$ cat config.mk
export PLATFORM = sky130hd
export DESIGN_NAME = imem_loader
export DESIGN_NICKNAME = d
export VERILOG_FILES = /design/src/rtl/imem_loader_pkg.sv /design/src/rtl/imem_loader_word_assembler.sv /design/src/rtl/imem_loader.sv
export SDC_FILE = /design/constraint.sdc
export NUM_CORES = 1
export LEC_CHECK = 0
export ABC_CLOCK_PERIOD_IN_PS = 2100
export BUFFER_PORTS_ARGS = -buffer_cell sky130_fd_sc_hd__buf_2
export CAP_MARGIN = 5
export CORE_ASPECT_RATIO = 2
export CORE_MARGIN = 1
export CORE_UTILIZATION = 51
export DETAILED_ROUTE_END_ITERATION = 12
export PLACE_DENSITY_LB_ADDON = 0.2
export SLEW_MARGIN = 15
export SYNTH_ARGS = -nofsm -noshare
export SYNTH_HDL_FRONTEND = slang
export SYNTH_HIERARCHICAL = 1
export SYNTH_SLANG_ARGS = --single-unit
$ cat constraint.sdc
create_clock -name i_clk -period 2.1 [get_ports i_clk]
set_input_delay 0.105 -clock i_clk [delete_from_list [all_inputs] [get_ports i_clk]]
set_output_delay 0.105 -clock i_clk [all_outputs]
set_load 0.05 [all_outputs]
$ cat src/rtl/imem_loader_pkg.sv
// rtl/imem_loader_pkg.sv - shared state encodings and framing constants for the instruction memory loader
package imem_loader_pkg;

  localparam int LOADER_STATE_WIDTH    = 3;
  localparam int LOADER_BYTES_PER_WORD = 4;
  localparam int LOADER_LEN_BYTES      = 4;

  typedef enum logic [LOADER_STATE_WIDTH-1:0] {
    S_LEN  = 3'd0,
    S_DATA = 3'd1,
    S_CSUM = 3'd2,
    S_DONE = 3'd3,
    S_ERR  = 3'd4
  } loader_state_t;

  // States in which the host link may hand us a byte.
  function automatic logic rx_open(input loader_state_t s);
    return (s == S_LEN) || (s == S_DATA) || (s == S_CSUM);
  endfunction

endpackage

$ cat src/rtl/imem_loader_word_assembler.sv
// rtl/imem_loader_word_assembler.sv - little-endian byte-lane shift-in producing one 32-bit word per 4 bytes
module imem_loader_word_assembler
  import imem_loader_pkg::*;
(
  input  logic        i_clk,
  input  logic        i_rst,
  input  logic        i_byte_en,
  input  logic [7:0]  i_byte,
  output logic        o_word_valid,
  output logic [31:0] o_word
);

  localparam logic [1:0] LAST_LANE = 2'(LOADER_BYTES_PER_WORD - 1);

  logic [1:0]  r_cnt;
  logic [23:0] r_lanes;

  always_ff @(posedge i_clk or posedge i_rst) begin
    if (i_rst) begin
      r_cnt   <= 2'd0;
      r_lanes <= 24'd0;
    end else if (i_byte_en) begin
      r_cnt <= r_cnt + 2'd1;
      case (r_cnt)
        2'd0:    r_lanes[7:0]   <= i_byte;
        2'd1:    r_lanes[15:8]  <= i_byte;
        2'd2:    r_lanes[23:16] <= i_byte;
        default: r_lanes        <= r_lanes;
      endcase
    end
  end

  // The top lane is never stored: the word is presented in the same cycle as its last byte.
  assign o_word_valid = i_byte_en && (r_cnt == LAST_LANE);
  assign o_word       = {i_byte, r_lanes};

endmodule

$ cat src/rtl/imem_loader.sv
// rtl/imem_loader.sv - boot-time instruction memory writer; optional trailing XOR checksum via IMEM_LOADER_CHECKSUM_EN
module imem_loader
  import imem_loader_pkg::*;
#(
  parameter int BUS_WIDTH  = 32,
  parameter int MAX_WORDS  = 1024,
  parameter int START_ADDR = 0
) (
  input  logic                 i_clk,
  input  logic                 i_rst,
  input  logic [7:0]           i_rx_data,
  input  logic                 i_rx_valid,
  output logic                 o_rx_ready,
  output logic                 o_mem_wr_ena,
  output logic [BUS_WIDTH-1:0] o_mem_wr_addr,
  output logic [BUS_WIDTH-1:0] o_mem_wr_data,
  output logic                 o_core_hold,
  output logic                 o_done,
  output logic                 o_error
);

  localparam int IDX_W = (MAX_WORDS > 1) ? $clog2(MAX_WORDS) : 1;

  loader_state_t r_state;
  loader_state_t w_state_next;

  logic                 r_rx_ready;
  logic                 r_wr_ena;
  logic [BUS_WIDTH-1:0] r_wr_addr;
  logic [BUS_WIDTH-1:0] r_wr_data;
  logic                 r_core_hold;
  logic [IDX_W-1:0]     r_w;
  logic [IDX_W-1:0]     r_last_w;

  logic                 w_accept;
  logic                 w_lane_en;
  logic                 w_word_valid;
  logic [31:0]          w_word;
  logic                 w_len_zero;
  logic                 w_len_big;
  logic                 w_last_word;
  logic [BUS_WIDTH-1:0] w_word_addr;

  assign w_accept    = i_rx_valid && r_rx_ready;
  assign w_lane_en   = w_accept && ((r_state == S_LEN) || (r_state == S_DATA));
  assign w_len_zero  = (w_word == 32'd0);
  assign w_len_big   = (w_word > 32'(MAX_WORDS));
  assign w_last_word = (r_w == r_last_w);
  assign w_word_addr = {{(BUS_WIDTH-IDX_W-2){1'b0}}, r_w, 2'b00} + BUS_WIDTH'(START_ADDR);

  imem_loader_word_assembler u_asm (
    .i_clk        (i_clk),
    .i_rst        (i_rst),
    .i_byte_en    (w_lane_en),
    .i_byte       (i_rx_data),
    .o_word_valid (w_word_valid),
    .o_word       (w_word)
  );

`ifdef IMEM_LOADER_CHECKSUM_EN
  logic [7:0] r_csum;

  always_ff @(posedge i_clk or posedge i_rst) begin
    if (i_rst) begin
      r_csum <= 8'd0;
    end else if (w_accept && (r_state == S_DATA)) begin
      r_csum <= r_csum ^ i_rx_data;
    end
  end
`endif

  always_ff @(posedge i_clk or posedge i_rst) begin
    if (i_rst) begin
      r_state <= S_LEN;
    end else begin
      r_state <= w_state_next;
    end
  end

  always_comb begin
    w_state_next = r_state;
    case (r_state)
      S_LEN: begin
        if (w_word_valid) begin
          if (w_len_zero)     w_state_next = S_DONE;
          else if (w_len_big) w_state_next = S_ERR;
          else                w_state_next = S_DATA;
        end
      end
      S_DATA: begin
        if (w_word_valid && w_last_word) begin
`ifdef IMEM_LOADER_CHECKSUM_EN
          w_state_next = S_CSUM;
`else
          w_state_next = S_DONE;
`endif
        end
      end
`ifdef IMEM_LOADER_CHECKSUM_EN
      S_CSUM: begin
        if (w_accept) begin
          w_state_next = (i_rx_data == r_csum) ? S_DONE : S_ERR;
        end
      end
`endif
      default: w_state_next = r_state;
    endcase
  end

  // Ready and hold are registered decodes so the host link sees glitch-free handshakes.
  always_ff @(posedge i_clk or posedge i_rst) begin
    if (i_rst) begin
      r_rx_ready  <= 1'b0;
      r_wr_ena    <= 1'b0;
      r_wr_addr   <= BUS_WIDTH'(START_ADDR);
      r_wr_data   <= '0;
      r_core_hold <= 1'b1;
      r_w         <= '0;
      r_last_w    <= '0;
    end else begin
      r_rx_ready  <= rx_open(w_state_next);
      r_core_hold <= (r_state != S_DONE);
      r_wr_ena    <= 1'b0;
      if ((r_state == S_LEN) && w_word_valid) begin
        r_w      <= '0;
        r_last_w <= IDX_W'(w_word - 32'd1);
      end
      if ((r_state == S_DATA) && w_word_valid) begin
        r_wr_ena  <= 1'b1;
        r_wr_data <= BUS_WIDTH'(w_word);
        r_wr_addr <= w_word_addr;
        r_w       <= r_w + 1'b1;
      end
    end
  end

  assign o_rx_ready    = r_rx_ready;
  assign o_mem_wr_ena  = r_wr_ena;
  assign o_mem_wr_addr = r_wr_addr;
  assign o_mem_wr_data = r_wr_data;
  assign o_core_hold   = r_core_hold;
  assign o_done        = (r_state == S_DONE);
  assign o_error       = (r_state == S_ERR);

endmodule

# After elaboration in Yosys (flattened, before gate mapping)
# Index checks and enable logic that the tools add are counted.
[totals] elab_cells=51 input_bits=11 reg_bits=94 out_inout_bits=69
[classes] n_eq_ne=10 n_lt_le_gt_ge=1 addsub=3 n_mux=8 n_reduce_logical=17
[ops] op="greater-than comparator 32 x 11 -> 1 bit, second input constant" count=1
[ops] op="zero test 32 bit" count=1
[ops] op="2-to-1 mux 10 bit" count=2
[ops] op="2-to-1 mux 3 bit" count=4
[ops] op="adder 10 x 1 -> 10 bit, second input constant" count=1
[ops] op="equality test 10 bit" count=1
[ops] op="subtractor 10 x 1 -> 10 bit, second input constant" count=1
[ops] op="equality test 3 x 1 -> 1 bit, second input constant" count=2
[ops] op="equality test 3 x 2 -> 1 bit, second input constant" count=2
[ops] op="logical AND 1 bit" count=6
[ops] op="zero test 3 bit" count=2
[ops] op="one-hot mux 3 bit (2 select lines)" count=1
[ops] op="AND reduction 2 bit" count=3
[ops] op="equality test 2 bit, second input constant" count=2
[ops] op="equality test 3 bit, second input constant" count=1
[ops] op="logical OR 1 bit" count=3
[ops] op="inequality test 3 x 2 -> 1 bit, second input constant" count=1
[ops] op="adder 2 x 1 -> 2 bit, second input constant" count=1
[ops] op="equality test 2 x 1 -> 1 bit, second input constant" count=1
[ops] op="zero test 2 bit" count=1
[ops] op="nonzero test 2 bit" count=1
[ops] op="2-to-1 mux 1 bit" count=1

# Logic depth before layout (Yosys ltp)
[depth] ltp_word=10 depth_mapped=9 ltp_nobuf=7

# Cells and area by module
# Netlist, hierarchy kept.
[by_module_without_submodules] mod="imem_loader" n_inst=1 cells_each=364 seq_area_each_um2=1702.9 area_per_inst_um2=3355.7
[by_module_without_submodules] mod="imem_loader_word_assembler" n_inst=1 cells_each=73 seq_area_each_um2=650.6 area_per_inst_um2=1228.7

# Worst setup path before layout
# Ideal clock, no wire load.
[synth_path] path_type="reg2reg" from="reg r_rx_ready (netlist: o_rx_ready)" to="reg r_rx_ready (netlist: o_rx_ready)" setup_ps=129 setup_slack_ps=-67 path_stages_with_launch=9 arrival_ps=2039 required_time_ps=1971 period_less_slack_ps=2167 n_path_buf=1 cell_sequence="dfrtp_1 > nand2_1 > nor3_1 > buf_6 > and2_2 > nor4b_4 > nand2_2 > nor4_4 > o41ai_2"
[synth_via] elab_chain_cells=9 word_cells_on_any_way=12 cone_classes="eq/ne (2); mux (3); reduce/logical (7)"
[synth_lines] element="start: declaration" line_no="imem_loader.sv:27" text="logic r_rx_ready;"
[synth_lines] element="start signal: assignment" line_no="imem_loader.sv:121" text="r_rx_ready <= rx_open(w_state_next);"
[synth_lines] element="logical AND 1 bit *" line_no="imem_loader.sv:44" text="assign w_accept = i_rx_valid && r_rx_ready;"
[synth_lines] element="logical AND 1 bit *" line_no="imem_loader.sv:45" text="assign w_lane_en = w_accept && ((r_state == S_LEN) || (r_state == S_DATA));"
[synth_lines] element="via w_lane_en" line_no="imem_loader.sv:36" text="logic w_lane_en;"
[synth_lines] element="logical AND 1 bit *" line_no="imem_loader_word_assembler.sv:34" text="assign o_word_valid = i_byte_en && (r_cnt == LAST_LANE);"
[synth_lines] element="via w_word_valid" line_no="imem_loader.sv:37" text="logic w_word_valid;"
[synth_lines] element="logical AND 1 bit" line_no="imem_loader.sv:91" text="if (w_word_valid && w_last_word) begin"
[synth_lines] element="2-to-1 mux 3 bit" line_no="imem_loader.sv:91"
[synth_lines] element="one-hot mux 3 bit (2 select lines) *" line_no="imem_loader.sv:82" text="case (r_state)"
[synth_lines] element="equality test 3 x 1 -> 1 bit or zero test 3 bit (tied branches)" line_no="imem_loader_pkg.sv:18" text="return (s == S_LEN) || (s == S_DATA) || (s == S_CSUM);"
[synth_lines] element="logical OR 1 bit" line_no="imem_loader_pkg.sv:18"
[synth_lines] element="logical OR 1 bit *" line_no="imem_loader_pkg.sv:18"
# The timed path passes the listed nets; every way through them passes the cells marked *.
# A chain may end at the register's enable or synchronous reset.

# Final worst setup path
[layout_path] from="reg r_state[1]" to="reg r_w[2]"
[layout_via] elab_chain_cells=6 word_cells_on_any_way=9 cone_classes="eq/ne (1); mux (1); reduce/logical (7)"
[layout_lines] element="start: declaration" line_no="imem_loader.sv:24" text="loader_state_t r_state;"
[layout_lines] element="start signal: assignment" line_no="imem_loader.sv:76" text="r_state <= w_state_next;"
[layout_lines] element="equality test 3 x 1 -> 1 bit or zero test 3 bit (tied branches)" line_no="imem_loader.sv:45"
[layout_lines] element="logical OR 1 bit *" line_no="imem_loader.sv:45"
[layout_lines] element="logical AND 1 bit *" line_no="imem_loader.sv:45"
[layout_lines] element="via w_lane_en" line_no="imem_loader.sv:36"
[layout_lines] element="logical AND 1 bit *" line_no="imem_loader_word_assembler.sv:34"
[layout_lines] element="via w_word_valid" line_no="imem_loader.sv:37"
[layout_lines] element="logical AND 1 bit, on equally long branches" line_no="imem_loader.sv:128, imem_loader.sv:124"
[layout_lines] element="2-to-1 mux 10 bit or nonzero test 2 bit (tied branches)"
[layout_lines] element="end signal: assignment" line_no="imem_loader.sv:132" text="r_w <= r_w + 1'b1;"
[layout_lines] element="end: declaration" line_no="imem_loader.sv:32" text="logic [IDX_W-1:0] r_w;"
# Marks and branches as above.

==> flow_summary.yaml <==
worst_setup_path:
  crit_type: "flop to flop"
  worstSetupStartpointType: "flop"
  arrival_ns: 2.10
  end_kind: "flop"
  cp.required_ns: 2.36
  cp_max_fo: 36
logic_synthesis:
  synth_top_area_share: 0.508
  synth_fa_ha_area_frac: 0.0191
  yosysTopAreaCell: "dfrtp_1"
  avgSynthCellArea_um2: 10.5
  ys_warn_count: 6
  ys_ff_latch: 94
  synth-simple-area-share: 0.200
  syn_inst: 437
  synth_most_common_cell: "nand2_1"
  synthTopCellsByCount: "nand2_1 (136), dfrtp_1 (93), buf_4 (30)"
  seq_area_frac_synth: 0.513
  synth_cell_types: 52
  synthXorXnorAreaFrac: 0.0401
  synth_mux_area_frac: 0.0786
  synth_flop_cell: "dfrtp_1"
  synth_compound_area_frac: 0.0609
  synth_area_um2: 4580
  async_flop_share: 1.00
  synth_top_family_by_area: "simple AND/OR/NAND/NOR gates"
  synth_edf_count: 0
  synth_area_leaders: "dfrtp_1 (51%), nand2_1 (11%), mux2_4 (7.9%), buf_4 (4.9%), xor2_1 (3.2%)"
global_route:
  antenna_found_initial: 0
  grt_max_degree: 46
  grt_pass1_vias: 3030
  grtUsageTotal: 0.216
  grt-ovfl-total: 0
  grt_pass1_wl_um: 15400
clock_tree:
  cts_hold_buf: 1
  cts_buffers: 9
  cts_root_buffer: "clkbuf_16"
  cts_tree: "done"
  h-tree-depth: 3
  postCtsSetupRepairBufs: 0
  clock-sinks: 94
  cts-resized-gates: 0
  insertion_delay_ns: 0.34
  clkTransAtPathRegs_ns: 0.06
  cts_buffer_depth: 2
sta:
  min_period_over_period: 0.874
  fmax_mhz: 545
  setup_viol: 0
  finalSetupTns_ns: 0
  hold_viol: 0
  holdWs_ns: 0.0549
  slew_headroom: 0.630
  rsz0062_at_grt: "no"
  skew_ns: 0.00410
  tightest_slew_ns: 0.554
  layout_min_cycle_time_ns: 1.84
  drv_slew: 0
power:
  power_frac_comb: 0.277
  swShare: 0.332
  p_clk_frac: 0.267
  internal_power_uw: 3870
  seq_power_share: 0.457
  finalPower_uw: 5790
  p_switching_uw: 1920
  peakVddDrop_uv: 706
  total_leakage_power_uw: 0.00278
  power_density_nw_per_um2: 1130
drt:
  drt-initial-drc-count: 135
  num_vias: 3074
  vias_per_cell: 5.18
  dr.pass1.iters: 6
  wl_per_cell_um: 16.4
  routed_wl_um: 9740
  drtAntennaViolNets: 0
  drc_errors: 0
placement:
  gp_congestion: 0.857
  io_buffer_count: 57
  placed_cell_area_um2: 4850
  dp.cells: 578
  dp_hpwl_um: 7490
floorplanning:
  coreArea_um2: 8650
  die-area_um2: 9390
  die_h_um: 136
  num_io_pins: 80
  die_w_um: 69.0
  start_util: 0.530
  num_rows: 48
finish:
  final_nets: 508
  fin_cells: 593
  antenna_cells: 0
  num-fill-cells: 766
  final_area_um2: 5130
  drive_gt1_frac: 0.272
  area_delta_synth_final_pct: 12.0
hold_path:
  min_path_type: "input pin to flop"
flow_run:
  maxCapViolations: 0
outcome:
  status: "finished clean"
## cell type report
type | count | area [µm²] | share of cell area
clock buffer | 9 | 225 | 0.0439
tap | 100 | 125 | 0.0244
sequential | 94 | 2350 | 0.459
timing repair buffer | 71 | 405 | 0.0790
multi-input combinational | 300 | 1920 | 0.374
inverter | 14 | 52.6 | 0.0102
clock inverter | 5 | 52.6 | 0.0102
## worst max-delay path, cell delays in order (launching register included)
cell	delay (ns)
dfrtp_1	0.39
nor3_2	0.23
and2_2	0.22
nand4bb_2	0.25
buf_4	0.34
o21ai_0	0.19
nand2_1	0.07
o21ai_1	0.08
## cells in the final DEF, fill, tap and decap left out, types with 2 or more instances in the layout
cell       netlist  layout
o21ai_2          3       3
nor3b_1          2       2
buf_4           30      12
nand2_1        136     136
mux2_4          24      24
ha_1             7       7
inv_2            2       3
dfrtp_1         93      92
or2_1            2       2
nor4_1           3       3
clkinv_2         0       3
a21oi_1          7       7
o21ai_0          2       2
nor2_1           8       8
inv_1           12      11
xor2_1          17      17
nand3_1          5       5
nand2_2          2       2
nand2_8          3       3
o41ai_1          3       3
o22ai_1          2       2
o21ai_1         16      16
nand4_1          2       2
xnor2_1          4       4
nor4_2           2       2
nor3_1           6       5
clkbuf_16        0       9
buf_2            8      57
nand3b_1         2       2
nor4_4           2       2
conb_1           1      22
## power by group through the flow
| stage | combinational (µW) | clock (µW) | sequential, µW |
|---|---|---|---|
| after global placement | 1570 | 0 | 2650 |
| after detailed placement | 1610 | 0 | 2670 |
| after global routing | 1730 | 1640 | 2690 |
| after floorplan | 1350 | 0 | 2570 |
| final | 1600 | 1540 | 2640 |
| after CTS | 1620 | 1580 | 2640 |
## cells by family after synthesis
group,after synthesis
and+or+nand+nor,184
DFF,94
buffers and inverters,64
AOI/OAI and AO/OA,42
muxes,24
xor gates and xnor gates,21
adders and majority gates,7
other,1
## flip-flops by register name, indices dropped and copies added, names as in the netlist, 2 cells and up
name and count:
r_w 10, r_last_w 10, u_asm/r_cnt 2, o_mem_wr_addr 10
o_mem_wr_data 32, r_state 3, u_asm/r_lanes 24
## path summary, 6_finish.rpt
path                                       start                 to  slack [ns]  depth (start not counted)
max in group asynchronous                  i_rst        o_core_hold        1.05                          4
worst max register to register        r_state[1]             r_w[2]        0.26                          7
worst min register to register  o_mem_wr_addr[2]   o_mem_wr_addr[2]        0.47                          2
worst max-delay path                  r_state[1]             r_w[2]        0.26                          7
min in group asynchronous                  i_rst  o_mem_wr_data[21]        0.37                          3
worst min-delay path                i_rx_data[2]  o_mem_wr_data[26]        0.05                          3
## routing by layer
| metal | vias up | routed length (µm) | track usage |
|---|---|---|---|
| li1 | 1481 | - | - |
| met5 | - | 0 | 0 |
| met1 | 1504 | 3490 | 0.225 |
| met3 | 19 | 261 | 0.0363 |
| met4 | 0 | 321 | 0.109 |
| met2 | 70 | 5660 | 0.409 |
## per-stage QoR
stage / utilization / worst slack [ns]
floorplan: - / 0.0572
global placement: 0.560 / 0.218
detailed placement: 0.560 / 0.242
CTS: 0.594 / 0.217
global route: 0.594 / 0.135
finish: 0.594 / 0.264
(Power assumes the default switching activity.)
